### src/rtl/conv_input_feeder.sv
// conv_input_feeder: stages processing-system words in a FIFO and feeds KERNEL_LEN-word windows to the convolution accelerator
// Optional WAIT timeout with sticky err is enabled by defining FEEDER_TIMEOUT_EN.
module conv_input_feeder #(
   parameter int DATA_W     = 16,
   parameter int KERNEL_LEN = 9,
   parameter int DEPTH      = 16,
   parameter int TIMEOUT    = 1024
) (
   input  logic              Clk,
   input  logic              Rst,
   input  logic [DATA_W-1:0] s_data,
   input  logic              s_valid,
   output logic              s_ready,
   output logic [DATA_W-1:0] dataInput,
   output logic              wr_en,
   input  logic              FULL,
   output logic              cStart,
   input  logic              cReady,
   output logic              busy,
   output logic [15:0]       win_count,
   output logic              err
);
   localparam int AW = $clog2(DEPTH);
   localparam int NW = AW + 1;
   localparam int CW = $clog2(KERNEL_LEN + 1);

   typedef enum logic [1:0] {IDLE, LOAD, START, WAIT} state_t;

   state_t            r_state;
   logic [DATA_W-1:0] r_mem [DEPTH];
   logic [AW-1:0]     r_wptr;
   logic [AW-1:0]     r_rptr;
   logic [NW-1:0]     r_count;
   logic [CW-1:0]     r_load_cnt;
   logic [DATA_W-1:0] r_data;
   logic              r_wr_en;
   logic              r_cstart;
   logic [15:0]       r_win_cnt;
   logic              w_push;
   logic              w_pop;
   logic              w_last;
   logic              w_tmo;

   // occupancy never exceeds DEPTH (a power of two), so the count MSB alone marks full
   assign s_ready = ~r_count[AW];
   assign w_push  = s_valid & s_ready;
   assign w_pop   = (r_state == LOAD) & (r_count != '0) & ~FULL;
   assign w_last  = (r_load_cnt == CW'(KERNEL_LEN - 1));

`ifdef FEEDER_TIMEOUT_EN
   localparam int TW = $clog2(TIMEOUT + 1);
   logic [TW-1:0] r_tmo;
   logic          r_err;

   assign w_tmo = (r_state == WAIT) & ~cReady & (r_tmo == TW'(TIMEOUT - 1));
   assign err   = r_err;

   // cycles spent in WAIT; cleared whenever the FSM is elsewhere
   always_ff @(posedge Clk) begin
      if (!Rst || r_state != WAIT) r_tmo <= '0;
      else r_tmo <= r_tmo + 1'b1;
   end

   // sticky timeout flag, only cleared by reset
   always_ff @(posedge Clk) begin
      if (!Rst) r_err <= 1'b0;
      else if (w_tmo) r_err <= 1'b1;
   end
`else
   assign w_tmo = 1'b0;
   assign err   = 1'b0;
`endif

   // staging storage; contents need no reset because the pointers define validity
   always_ff @(posedge Clk) begin
      if (w_push) r_mem[r_wptr] <= s_data;
   end

   // FIFO pointers and occupancy; a simultaneous push and pop leaves the count unchanged
   always_ff @(posedge Clk) begin
      if (!Rst) begin
         r_wptr  <= '0;
         r_rptr  <= '0;
         r_count <= '0;
      end else begin
         if (w_push) r_wptr <= r_wptr + 1'b1;
         if (w_pop) r_rptr <= r_rptr + 1'b1;
         r_count <= r_count + NW'(w_push) - NW'(w_pop);
      end
   end

   // popped word is presented to the accelerator with a one-cycle write strobe
   always_ff @(posedge Clk) begin
      if (!Rst) begin
         r_data  <= '0;
         r_wr_en <= 1'b0;
      end else begin
         r_wr_en <= w_pop;
         if (w_pop) r_data <= r_mem[r_rptr];
      end
   end

   // window sequencing: load KERNEL_LEN words, pulse start, wait for completion
   always_ff @(posedge Clk) begin
      if (!Rst) begin
         r_state    <= IDLE;
         r_load_cnt <= '0;
         r_cstart   <= 1'b0;
         r_win_cnt  <= '0;
      end else begin
         r_cstart <= (r_state == START);
         case (r_state)
            IDLE: begin
               if (r_count != '0) begin
                  r_state    <= LOAD;
                  r_load_cnt <= '0;
               end
            end
            LOAD: begin
               if (w_pop) begin
                  if (w_last) r_state <= START;
                  else r_load_cnt <= r_load_cnt + 1'b1;
               end
            end
            START: r_state <= WAIT;
            WAIT: begin
               if (cReady) begin
                  r_state   <= IDLE;
                  r_win_cnt <= r_win_cnt + 16'd1;
               end else if (w_tmo) begin
                  r_state <= IDLE;
               end
            end
         endcase
      end
   end

   assign dataInput = r_data;
   assign wr_en     = r_wr_en;
   assign cStart    = r_cstart;
   assign busy      = (r_state != IDLE);
   assign win_count = r_win_cnt;
endmodule

### config.mk
export PLATFORM = sky130hd
export DESIGN_NAME = conv_input_feeder
export DESIGN_NICKNAME = d
export VERILOG_FILES = /design/src/rtl/conv_input_feeder.sv
export SDC_FILE = /design/constraint.sdc
export NUM_CORES = 1
export LEC_CHECK = 0
export BUFFER_PORTS_ARGS = -buffer_cell sky130_fd_sc_hd__buf_4
export CAP_MARGIN = 10
export CELL_PAD_IN_SITES_DETAIL_PLACEMENT = 1
export CELL_PAD_IN_SITES_GLOBAL_PLACEMENT = 1
export CORE_ASPECT_RATIO = 0.8
export CORE_MARGIN = 5
export CORE_UTILIZATION = 29
export CTS_BUF_LIST = sky130_fd_sc_hd__clkbuf_16
export DETAILED_ROUTE_END_ITERATION = 8
export GPL_TIMING_DRIVEN = 0
export PLACE_DENSITY = 0.58
export RECOVER_POWER = 50
export REMOVE_ABC_BUFFERS = 1
export SETUP_SLACK_MARGIN = 0.05
export SLEW_MARGIN = 20
export SYNTH_ARGS = -nofsm -noshare
export SYNTH_HDL_FRONTEND = slang
export SYNTH_SLANG_ARGS = --single-unit
### constraint.sdc
create_clock -name Clk -period 3.16 [get_ports Clk]
set_input_delay 0.158 -clock Clk [delete_from_list [all_inputs] [get_ports Clk]]
set_output_delay 0.158 -clock Clk [all_outputs]
set_load 0.01 [all_outputs]
# Word-level counts from Yosys, hierarchy flattened
# Memory sizes are Yosys's and may differ from the RTL's. A register that Yosys moved wholly into a read port is not among the register bits.
# Index checks and enable logic that the tools add are counted.
# totals
word_cells,48
n_memories,1
mem_bits_rw,256
latchBits,0
inputBits,21
ff_bits,37
output_inout_bits,37
mem_bits_ro,0
# op_classes
bitwise,5
n_addsub,6
shift,0
n_mul,0
n_eq_ne,9
magnitude_cmp,0
div_mod_pow,0
mux,11
reduce_logical,8
# mem_list
memory,words,word_bits,rd,rd_clocked_by_memory_dff,write_ports,line_no,text
r_mem,16,16,1,1,1,30,logic [DATA_W-1:0] r_mem [DEPTH];
# ops
op,count
16-bit by 1-bit adder with 16-bit output (second input constant),1
4-bit by 1-bit adder with 4-bit output (second input constant),3
4-bit 2-to-1 mux,3
2-bit inequality test (second input constant),5
2-bit 2-to-1 mux,4
2-bit case mux with 4 select lines,1
4-bit case mux with 2 select lines,1
4-bit AND reduction,2
5-bit by 1-bit adder with 5-bit output,1
5-bit nonzero test,1
5-bit by 1-bit subtractor with 5-bit output,1
2-bit == test (second input constant),2
4-bit == test (second input constant),1
2-bit nonzero test,2
1-bit AND,3
2-bit by 1-bit == test with 1-bit output (second input constant),1
2-bit zero test,1
1-bit 2-to-1 mux,2
1-bit NOT,2
2-bit AND reduction,1
1-bit zero test,1

# Longest topological paths before layout
# Gate-level depths: netlist (run 1).
# depth
depth_word,5
ltp_mapped,16
ltp_nobuf,14

# Worst setup path before layout (run 1)
# No wires, ideal clock.
# synth_path
path_kind,register -> register
startpoint,register r_count[3]
endpoint,register r_count[4]
arrival_ns,2.820
setup_time_ns,0.130
path_slack_ns,0.210
required_time_ns,3.030
path_stages_with_launch,17
period_less_slack_ns,2.950
path_buffers,2
path_cell_list,dfxtp_1 inv_1 ha_1 or4b_1 buf_2 nand2_4 inv_2 buf_2 ha_1 inv_1 ha_1 inv_1 fa_1 nand2b_1 a21oi_1 o21ai_0 nor3b_1
# synth_between
elab_chain_len,4
word_cells_on_any_way,5
cone_classes,add/sub: 2; bitwise: 2; reduce/logical: 1
# synth_lines
element,line_no,text
start: declaration,33,logic [NW-1:0] r_count;
start signal: assignment,88,r_count <= r_count + NW'(w_push) - NW'(w_pop);
5-bit nonzero test,47,assign w_pop = (r_state == LOAD) & (r_count != '0) & ~FULL;
1-bit AND (2 in series),47,
net w_pop,40,logic w_pop;
5-bit by 1-bit subtractor with 5-bit output,88,
# The timed path passes the listed nets, and every way through them passes these cells.
# A chain may end at the register's enable or synchronous reset.

# Worst setup path after layout (run 1)
# layout_path
startpoint,register r_count[2]
endpoint,register r_count[4]
# layout_between
elab_chain_len,4
word_cells_on_any_way,5
cone_classes,add/sub: 2; bitwise: 2; reduce/logical: 1
# layout_lines
element,line_no
"parallel branches: the longest is 3 deep, another holds 5-bit by 1-bit adder with 5-bit output",-
5-bit by 1-bit subtractor with 5-bit output (*),88
# Mark *: on every way between the ends.

==> flow_metrics.env, run 1 <==
export IMPL_run_status="complete, no violations"
export IMPL_placed_cell_area_sq_um=13500
export IMPL_synth_top_family_by_area="multiplexers"
export IMPL_wirelength_mm=29.3
export IMPL_synth_compound_area_share_pct=3.63
export IMPL_cts_buffer_depth=3
export IMPL_drt_pass1_iter_count=5
export IMPL_fin_crit_ns=2.83
export IMPL_ios=58
export IMPL_path_clk_slew_ns=0.06
export IMPL_final_nets=825
export IMPL_arrival_ns=3.20
export IMPL_crit_fanout=19
export IMPL_sw_frac_of_total_pct=24.1
export IMPL_avgSynthCellArea_sq_um=17.7
export IMPL_skew_ns=0.00921
export IMPL_finalSetupViolations=0
export IMPL_ctsRootBufferMaster="clkbuf_16"
export IMPL_final_max_slew_viol_count=0
export IMPL_synth_flop_cell="edfxtp_1"
export IMPL_fin_ws_ns=0.330
export IMPL_required_ns=3.53
export IMPL_placedCellCount=1280
export IMPL_die_h_um=193
export IMPL_grt_max_degree=51
export IMPL_yosys_area_share_simple_pct=7.26
export IMPL_synthAdderAreaFrac_pct=2.02
export IMPL_synthTopCellsByArea="edfxtp_1 63%, mux4_2 12%, dfxtp_1 8.7%"
export IMPL_cpPeakStageDelay_ns=0.52
export IMPL_setup_tns_ns=0
export IMPL_grt_pass1_vias=7094
export IMPL_cpMaxStageDelayCell="or4b_4"
export IMPL_design_area_sq_um=14700
export IMPL_io_buffers=56
export IMPL_worst_hold_slack_ns=0.228
export IMPL_gp_congestion=0.678
export IMPL_synth_cell_types=51
export IMPL_async_reset_ff_share_pct=0
export IMPL_fp_dieW_um=239
export IMPL_layout_drive_gt1_share_pct=21.4
export IMPL_hold_viol_final=0
export IMPL_synth_top_area_share_pct=63.2
export IMPL_p_seq_share_pct=46.6
export IMPL_synth_edf_count=256
export IMPL_drc=0
export IMPL_core_area_sq_um=41700
export IMPL_viasPerCell=4.80
export IMPL_antenna_cells=0
export IMPL_cts_inserted_buffers=34
export IMPL_globalRouteOverflowTotal=0
export IMPL_rsz0062_at_grt="false"
export IMPL_tritoncts="yes"
export IMPL_htree_num_levels=2
export IMPL_initial_core_util_pct=29.2
export IMPL_place_ws_ns=-0.496
export IMPL_synth_top_area_cell="edfxtp_1"
export IMPL_fmax_ghz=0.353
export IMPL_yosysWarnings=0
export IMPL_grt_pass1_wl_mm=45.3
export IMPL_setup_worst_path_start_class="flop"
export IMPL_p_leak_nw=4.58
export IMPL_grt_total_usage_pct=12.6
export IMPL_comb_power_share_pct=13.7
export IMPL_synth_common_cells="256 x edfxtp_1, 64 x mux4_2, 53 x dfxtp_1"
export IMPL_fill_cells=4139
export IMPL_end_kind="flop"
export IMPL_rows=67
export IMPL_powerDensity_nw_per_um2=687
export IMPL_routedWlPerCell_um=21.5
export IMPL_clk_latency_ns=0.51
export IMPL_drv_cap=0
export IMPL_vdd_drop_max_v=0.000269
export IMPL_synth_xor_area_share_pct=1.30
export IMPL_crit_type="flop to flop"
export IMPL_antenna_left=0
export IMPL_synthToLayoutAreaGrowth_pct=20.9
export IMPL_cts_sinks=309
export IMPL_internal_power_w=0.00767
export IMPL_period_share_pct=89.6
export IMPL_switchingPower_w=0.00244
export IMPL_synth_seq_cells=309
export IMPL_die_area_sq_um=46200
export IMPL_synth_cells=688
export IMPL_antenna_found_initial=2
export IMPL_hold_path_class="input pin to flop"
export IMPL_syn_area_sq_um=12200
export IMPL_dp_hpwl_mm=17.9
export IMPL_path_cells="inv_1 > ha_1 > or4b_4 > nand2_8 > inv_8 > ha_1 > inv_1 > ha_1 > inv_1 > fa_2 > nand2b_1 > a21oi_2 > o21ai_1 > nor3b_1"
export IMPL_vias=6529
export IMPL_dr_first_iter_drc_count=413
export IMPL_stdcell_count=1361
export IMPL_pwr_share_clk_pct=39.7
export IMPL_yosysSeqAreaShare_pct=71.9
export IMPL_tightest_slew_ns=0.787
export IMPL_synth_most_common_cell="edfxtp_1"
export IMPL_maxSlewHeadroom_pct=47.5
export IMPL_synth_area_mux_share_pct=12.0
worst max-delay path: cells and delay by family, from the launching register on:
family | cells | cell delay, ns
compound gates | 2 | 0.21
fa+ha+maj | 4 | 0.92
buf+inv | 4 | 0.27
flops | 1 | 0.32
simple gates | 4 | 0.94
state kept, by name, summed over array words and instances (netlist names):
register and flops:
cStart 1, r_load_cnt 4, r_rptr 4, win_count 16
dataInput 16, wr_en 1, r_mem 256, r_count 5
r_wptr 4, r_state 2
final timing paths:
kind | slack [ns] | to | from | cells past startpoint
worst min register to register | 0.48 | win_count[15] | win_count[15] | 2
worst min-delay path | 0.23 | r_state[1] | FULL | 4
worst max-delay path | 0.33 | r_count[4] | r_count[2] | 14
worst max register to register | 0.33 | r_count[4] | r_count[2] | 14
metal layers:
layer / up-vias / global-route usage, % / routed length, um / part of all wire, %
met4: 2 / 2.70 / 497 / 1.7
met1: 3450 / 18.1 / 13900 / 47
met2: 120 / 20.3 / 13800 / 47
met5: - / 0 / 7 / 0.024
li1: 2908 / - / - / -
met3: 49 / 2.28 / 1180 / 4.0
power by group through the flow:
stage | Clock (W) | Combinational [W] | Sequential (W)
final | 0.00401 | 0.00138 | 0.00471
after global routing | 0.00429 | 0.00154 | 0.00474
after CTS | 0.00412 | 0.00142 | 0.00472
after detailed placement | 0 | 0.00137 | 0.00480
after global placement | 0 | 0.00119 | 0.00492
after floorplan | 0 | 0.000822 | 0.00486
kinds of logic (layout without fill, tap and decap cells):
kind of cell	after synthesis	count (layout)
adder cells (fa/ha/maj)	19	19
multiplexers	66	66
AO/OA/AOI/OAI	63	63
AND/OR/NAND/NOR	158	158
buffers and inverters	54	175
flip-flops	309	309
XOR/XNOR	18	18
other	1	1
placed cells by master (no fill, tap or decap), types with 6 or more instances in the layout:
cell type,instances
dfxtp_1,50
dlygate4sd3_1,18
xor2_1,12
clkbuf_1,51
nand3_1,26
edfxtp_1,256
buf_4,13
ha_1,17
xnor2_1,6
o31ai_1,6
nor2_4,12
a22oi_1,16
a21oi_1,13
nand2b_1,36
clkbuf_16,37
inv_1,26
nand2_1,19
mux4_2,64
o2111ai_1,16
nor2_1,21
metrics by stage:
| stage | util (%) | power, W |
|---|---|---|
| after floorplan | - | 0.00568 |
| after global placement | 31.5 | 0.00611 |
| after detailed placement | 32.5 | 0.00617 |
| after CTS | 35.7 | 0.0103 |
| after global routing | 35.3 | 0.0106 |
| final | 35.3 | 0.0101 |
repair_timing:
| action | in CTS | in global routing |
|---|---|---|
| hold endpoints to repair | 261 | 0 |
| hold buffers | 18 | 0 |
| pin swaps | 1 | 3 |
| setup endpoints to repair | 4 | 1 |
| resized for setup | 4 | 6 |
| cloned | 0 | 0 |
| setup buffers | 1 | 2 |
area by class of cell:
| cell class | count | area [sq um] | area share (%) |
|---|---|---|---|
| clock inverter | 23 | 205 | 1.39 |
| timing repair buffer | 95 | 718 | 4.88 |
| inverter | 20 | 85.1 | 0.578 |
| clock buffer | 37 | 926 | 6.29 |
| tap | 552 | 691 | 4.69 |
| multi-input combinational | 325 | 3330 | 22.7 |
| sequential | 309 | 8760 | 59.5 |
No activity file was read; power rests on OpenSTA's default activity.
==> run 2, diff against run 1 <==
Settings changed: CORE_UTILIZATION 29 to 33, PLACE_DENSITY 0.58 to 0.64.
==> run 2 against run 1 <==
Compared with the run above: wire length shrank 0.81%; cell count shrank 5.3%; sequential power is essentially flat; clock skew grew 0.0065 ns; critical path depth is the same; register-to-register slack lost 0.11 ns; largest power group unchanged.
==> flow_metrics.env, run 2 (synthesis results as in run 1) <==
export IMPL_run_status="complete, no violations"
export IMPL_viasPerCell=5.07
export IMPL_cts_inserted_buffers=34
export IMPL_skew_ns=0.0157
export IMPL_die_h_um=182
export IMPL_path_clk_slew_ns=0.06
export IMPL_layout_drive_gt1_share_pct=20.6
export IMPL_crit_type="flop to flop"
export IMPL_hold_path_class="input pin to flop"
export IMPL_final_max_slew_viol_count=0
export IMPL_layout_common_cells="256 x edfxtp_1, 64 x mux4_2, 52 x clkbuf_1"
export IMPL_p_leak_nw=4.54
export IMPL_ios=58
export IMPL_rsz0062_at_grt="false"
export IMPL_ctsRootBufferMaster="clkbuf_16"
export IMPL_sw_frac_of_total_pct=24.7
export IMPL_final_common_cell="edfxtp_1"
export IMPL_grt_pass1_vias=6789
export IMPL_vias=6539
export IMPL_fmax_ghz=0.341
export IMPL_maxSlewHeadroom_pct=42.3
export IMPL_antenna_cells=0
export IMPL_tritoncts="yes"
export IMPL_cp_common_cell="inv_1"
export IMPL_finalSetupViolations=0
export IMPL_switchingPower_w=0.00241
export IMPL_setup_worst_path_start_class="flop"
export IMPL_place_ws_ns=-0.504
export IMPL_clk_latency_ns=0.51
export IMPL_period_share_pct=92.9
export IMPL_htree_num_levels=2
export IMPL_cpPeakStageDelay_ns=0.52
export IMPL_routedWlPerCell_um=22.6
export IMPL_p_seq_share_pct=48.6
export IMPL_gp_congestion=0.680
export IMPL_internal_power_w=0.00732
export IMPL_rows=62
export IMPL_cts_buffer_depth=3
export IMPL_vdd_drop_max_v=0.000284
export IMPL_dp_hpwl_mm=17.5
export IMPL_wirelength_mm=29.1
export IMPL_design_area_sq_um=14500
export IMPL_drt_pass1_iter_count=5
export IMPL_hold_viol_final=0
export IMPL_final_nets=826
export IMPL_grt_pass1_wl_mm=44.0
export IMPL_dr_first_iter_drc_count=373
export IMPL_pwr_share_clk_pct=37.2
export IMPL_top_register="r_mem"
export IMPL_die_area_sq_um=40800
export IMPL_setup_tns_ns=0
export IMPL_drv_cap=0
export IMPL_tightest_slew_ns=0.866
export IMPL_rrSetupSlack_ns=0.22
export IMPL_io_buffers=56
export IMPL_antenna_found_initial=1
export IMPL_antenna_left=0
export IMPL_fin_crit_ns=2.94
export IMPL_comb_power_share_pct=14.2
export IMPL_drc=0
export IMPL_stdcell_count=1289
export IMPL_core_area_sq_um=36100
export IMPL_end_kind="flop"
export IMPL_worst_hold_slack_ns=0.230
export IMPL_crit_fanout=19
export IMPL_fin_ws_ns=0.224
export IMPL_required_ns=3.52
export IMPL_arrival_ns=3.29
export IMPL_cts_sinks=309
export IMPL_placed_cell_area_sq_um=13500
export IMPL_placedCellCount=1210
export IMPL_largest_reg_flops=256
export IMPL_initial_core_util_pct=33.7
export IMPL_synthToLayoutAreaGrowth_pct=19.3
export IMPL_grt_total_usage_pct=14.2
export IMPL_path_cells="inv_1 > ha_1 > or4b_4 > nand2_8 > inv_8 > ha_1 > inv_1 > ha_2 > inv_1 > fa_1 > nand2b_4 > a21oi_2 > o21ai_0 > nor3b_1"
export IMPL_globalRouteOverflowTotal=0
export IMPL_grt_max_degree=51
export IMPL_fp_dieW_um=225
export IMPL_powerDensity_nw_per_um2=670
export IMPL_cpMaxStageDelayCell="or4b_4"
[run 2: metal layers]
layer	GRT usage (%)	up-vias	share of wire, %
met1	19.6	3440	44
li1	-	2913	-
met2	23.6	152	50
met5	0	-	0.024
met4	3.17	2	1.3
met3	2.70	32	5.0
[run 2: power by group through the flow]
stage	sequential, W	clock [W]	combinational, W
after floorplan	0.00486	0	0.000822
after global placement	0.00491	0	0.00119
after detailed placement	0.00481	0	0.00135
after CTS	0.00473	0.00372	0.00142
after global routing	0.00475	0.00390	0.00153
final	0.00472	0.00362	0.00139
[run 2: final cells by class]
cell class	count	area [sq um]
fillers	3578	21600
flip-flops and latches	309	8750
multi-input cells	325	3340
clock buffers	35	876
repair buffers	96	723
well taps	480	601
clock inverters	24	130
inverters	20	85.1
[run 2: what timing repair did]
item / CTS / global route
pin swaps: 1 / 3
resized for setup: 4 / 6
endpoints found under the setup margin: 4 / 1
setup buffers: 2 / 0
hold endpoints to repair: 260 / 0
hold buffers: 18 / 0
[run 2: final timing paths]
kind                                     from       endpoint  depth (start not counted)
worst min-delay path                     FULL     r_state[1]                          4
worst max-delay path               r_count[2]     r_count[4]                         14
worst max register to register     r_count[2]     r_count[4]                         14
worst min register to register  win_count[15]  win_count[15]                          2
[run 2: per-stage QoR]
stage                     utilization [%]  total power, W
final                                40.1         0.00972
after detailed placement             37.3         0.00616
after global placement               36.1         0.00610
after global routing                 40.1          0.0102
after floorplan                         -         0.00568
after CTS                            40.6         0.00987
[run 2: worst max-delay path: cells and delay by family (launching register included)]
kind,cells,cell delay [ns]
AND/OR/NAND/NOR,4,0.95
buffers and inverters,4,0.29
AO/OA/AOI/OAI,2,0.22
flip-flops,1,0.32
adder cells (fa/ha/maj),4,1.01
==> run 3, diff against run 2 <==
Settings changed: CELL_PAD_IN_SITES_DETAIL_PLACEMENT 1 to unset, CELL_PAD_IN_SITES_GLOBAL_PLACEMENT 1 to unset, PLACE_DENSITY 0.64 to 0.58.
==> run 3 against run 2 <==
Compared with the run above: combinational power about the same; clock skew fell by 0.0057 ns; total power decreased by 1.8%; critical path depth is the same; highest routed layer is now met4; core utilization is 0.17 points lower; clock power decreased by 4%; the flow now finishes with violations (capacitance limit, slew limit); register-to-register slack better by 0.04 ns; count of clock-buffer cells in the layout shrank 4.
==> flow_metrics.env, run 3 (synthesis results as in run 1) <==
export IMPL_run_status="complete, but fails checks"
export IMPL_failed_checks="capacitance limit, slew limit"
export IMPL_core_area_sq_um=36100
export IMPL_grt_pass1_vias=6557
export IMPL_dr_first_iter_drc_count=541
export IMPL_grt_total_usage_pct=13.5
export IMPL_final_nets=823
export IMPL_final_max_slew_viol_count=31
export IMPL_register_area_sq_um=8760
export IMPL_fmax_ghz=0.346
export IMPL_drv_cap=1
export IMPL_multi_input_area_sq_um=3340
export IMPL_period_share_pct=91.5
export IMPL_routedWlPerCell_um=21.5
export IMPL_fill_cells=3339
export IMPL_powerDensity_nw_per_um2=661
export IMPL_skew_ns=0.00999
export IMPL_ctsRootBufferMaster="clkbuf_16"
export IMPL_viasPerCell=4.99
export IMPL_antenna_found_initial=1
export IMPL_cts_sinks=309
export IMPL_grt_pass1_wl_mm=41.8
export IMPL_die_h_um=182
export IMPL_drt_pass1_iter_count=5
export IMPL_gp_congestion=0.702
export IMPL_ios=58
export IMPL_globalRouteOverflowTotal=0
export IMPL_required_ns=3.57
export IMPL_p_leak_nw=4.50
export IMPL_rrSetupSlack_ns=0.27
export IMPL_wirelength_mm=27.7
export IMPL_design_area_sq_um=14500
export IMPL_crit_buf_inv=4
export IMPL_cpMaxStageDelayCell="or4b_4"
export IMPL_setup_worst_path_start_class="flop"
export IMPL_maxSlewHeadroom_pct=-3.27
export IMPL_crit_family="simple AND/OR/NAND/NOR gates"
export IMPL_placedCellCount=1209
export IMPL_wl_met2_mm=13.0
export IMPL_cpPeakStageDelay_ns=0.53
export IMPL_rows=62
export IMPL_initial_core_util_pct=33.7
export IMPL_wl_met1_mm=12.7
export IMPL_hold_viol_final=0
export IMPL_final_common_cell="edfxtp_1"
export IMPL_fp_dieW_um=225
export IMPL_antenna_left=0
export IMPL_largest_reg_flops=256
export IMPL_crit_type="flop to flop"
export IMPL_hold_path_class="input pin to flop"
export IMPL_worst_hold_slack_ns=0.163
export IMPL_io_buffers=56
export IMPL_layout_drive_gt1_share_pct=20.8
export IMPL_tightest_slew_ns=1.55
export IMPL_end_kind="flop"
export IMPL_dp_hpwl_mm=16.4
export IMPL_arrival_ns=3.30
export IMPL_cts_inserted_buffers=31
export IMPL_die_area_sq_um=40800
export IMPL_clk_latency_ns=0.56
export IMPL_synthToLayoutAreaGrowth_pct=18.8
export IMPL_cts_buffer_depth=3
export IMPL_placed_cell_area_sq_um=13500
export IMPL_stdcell_count=1288
export IMPL_top_register="r_mem"
export IMPL_highest_layer="met4"
export IMPL_grt_max_degree=37
export IMPL_htree_num_levels=1
export IMPL_vias=6428
export IMPL_path_cells="inv_1 > ha_1 > or4b_4 > nand2_8 > inv_6 > ha_1 > inv_1 > ha_1 > inv_1 > fa_2 > nand2b_1 > a21oi_2 > o21ai_0 > nor3b_1"
export IMPL_layout_common_cells="256 x edfxtp_1, 64 x mux4_2, 53 x clkbuf_1"
export IMPL_fin_crit_ns=2.89
export IMPL_routed_wl_met3_mm=1.54
export IMPL_vdd_drop_max_v=0.000360
export IMPL_tritoncts="yes"
export IMPL_rsz0062_at_grt="false"
export IMPL_post_route_util_pct=40.0
export IMPL_drc=0
export IMPL_finalSetupViolations=0
export IMPL_antenna_cells=0
export IMPL_crit_fanout=19
export IMPL_path_clk_slew_ns=0.06
run 3: layer usage:
metal / GRT usage, % / vias to the layer above
met5: 0 / -
met3: 2.84 / 37
met1: 19.4 / 3321
met4: 2.46 / 0
met2: 21.5 / 162
li1: - / 2908
run 3: through the flow:
stage,setup TNS (ns),worst slack [ns],power (W)
CTS,0,0.151,0.00966
floorplan,-12.45,-0.708,0.00568
global placement,-133.18,-2.06,0.00609
global route,0,0.0805,0.00996
detailed placement,-0.519,-0.458,0.00614
finish,0,0.269,0.00955
run 3: layout make-up:
cell class                      count  share of cell area (%)
Multi-Input combinational cell    325                    23.1
Tap cell                          480                    4.16
Clock inverter                     27                    1.28
Timing Repair Buffer               96                    4.94
Inverter                           20                   0.554
Clock buffer                       31                    5.37
Sequential cell                   309                    60.6
run 3: repair_timing:
item	CTS	global route
gates resized for setup	5	3
hold buffers	18	0
buffers inserted	1	2
pin swaps	1	0
hold endpoints to repair	263	0
endpoints found under the setup margin	4	1
run 3: path summary, 6_finish.rpt:
kind	from	end	depth (start not counted)
worst min-delay path	FULL	r_state[0]	4
worst min register to register	r_load_cnt[2]	r_load_cnt[2]	2
worst max register to register	r_count[2]	r_count[4]	14
worst max-delay path	r_count[2]	r_count[4]	14
run 3: worst reg2reg max path, delay by kind of cell (launching register included):
| family | cells | cell delay [ns] |
|---|---|---|
| AND/OR/NAND/NOR | 4 | 0.95 |
| adder cells (fa/ha/maj) | 4 | 0.95 |
| flip-flops | 1 | 0.32 |
| buffers and inverters | 4 | 0.28 |
| AO/OA/AOI/OAI | 2 | 0.24 |
run 3: report_power, final:
part | leakage [nW] | internal [W] | switching [W]
Clock | 0.504 | 0.00195 | 0.00153
Combinational | 1.25 | 0.000651 | 0.000720
Sequential | 2.74 | 0.00458 | 0.000116
Total | 4.50 | 0.00718 | 0.00237
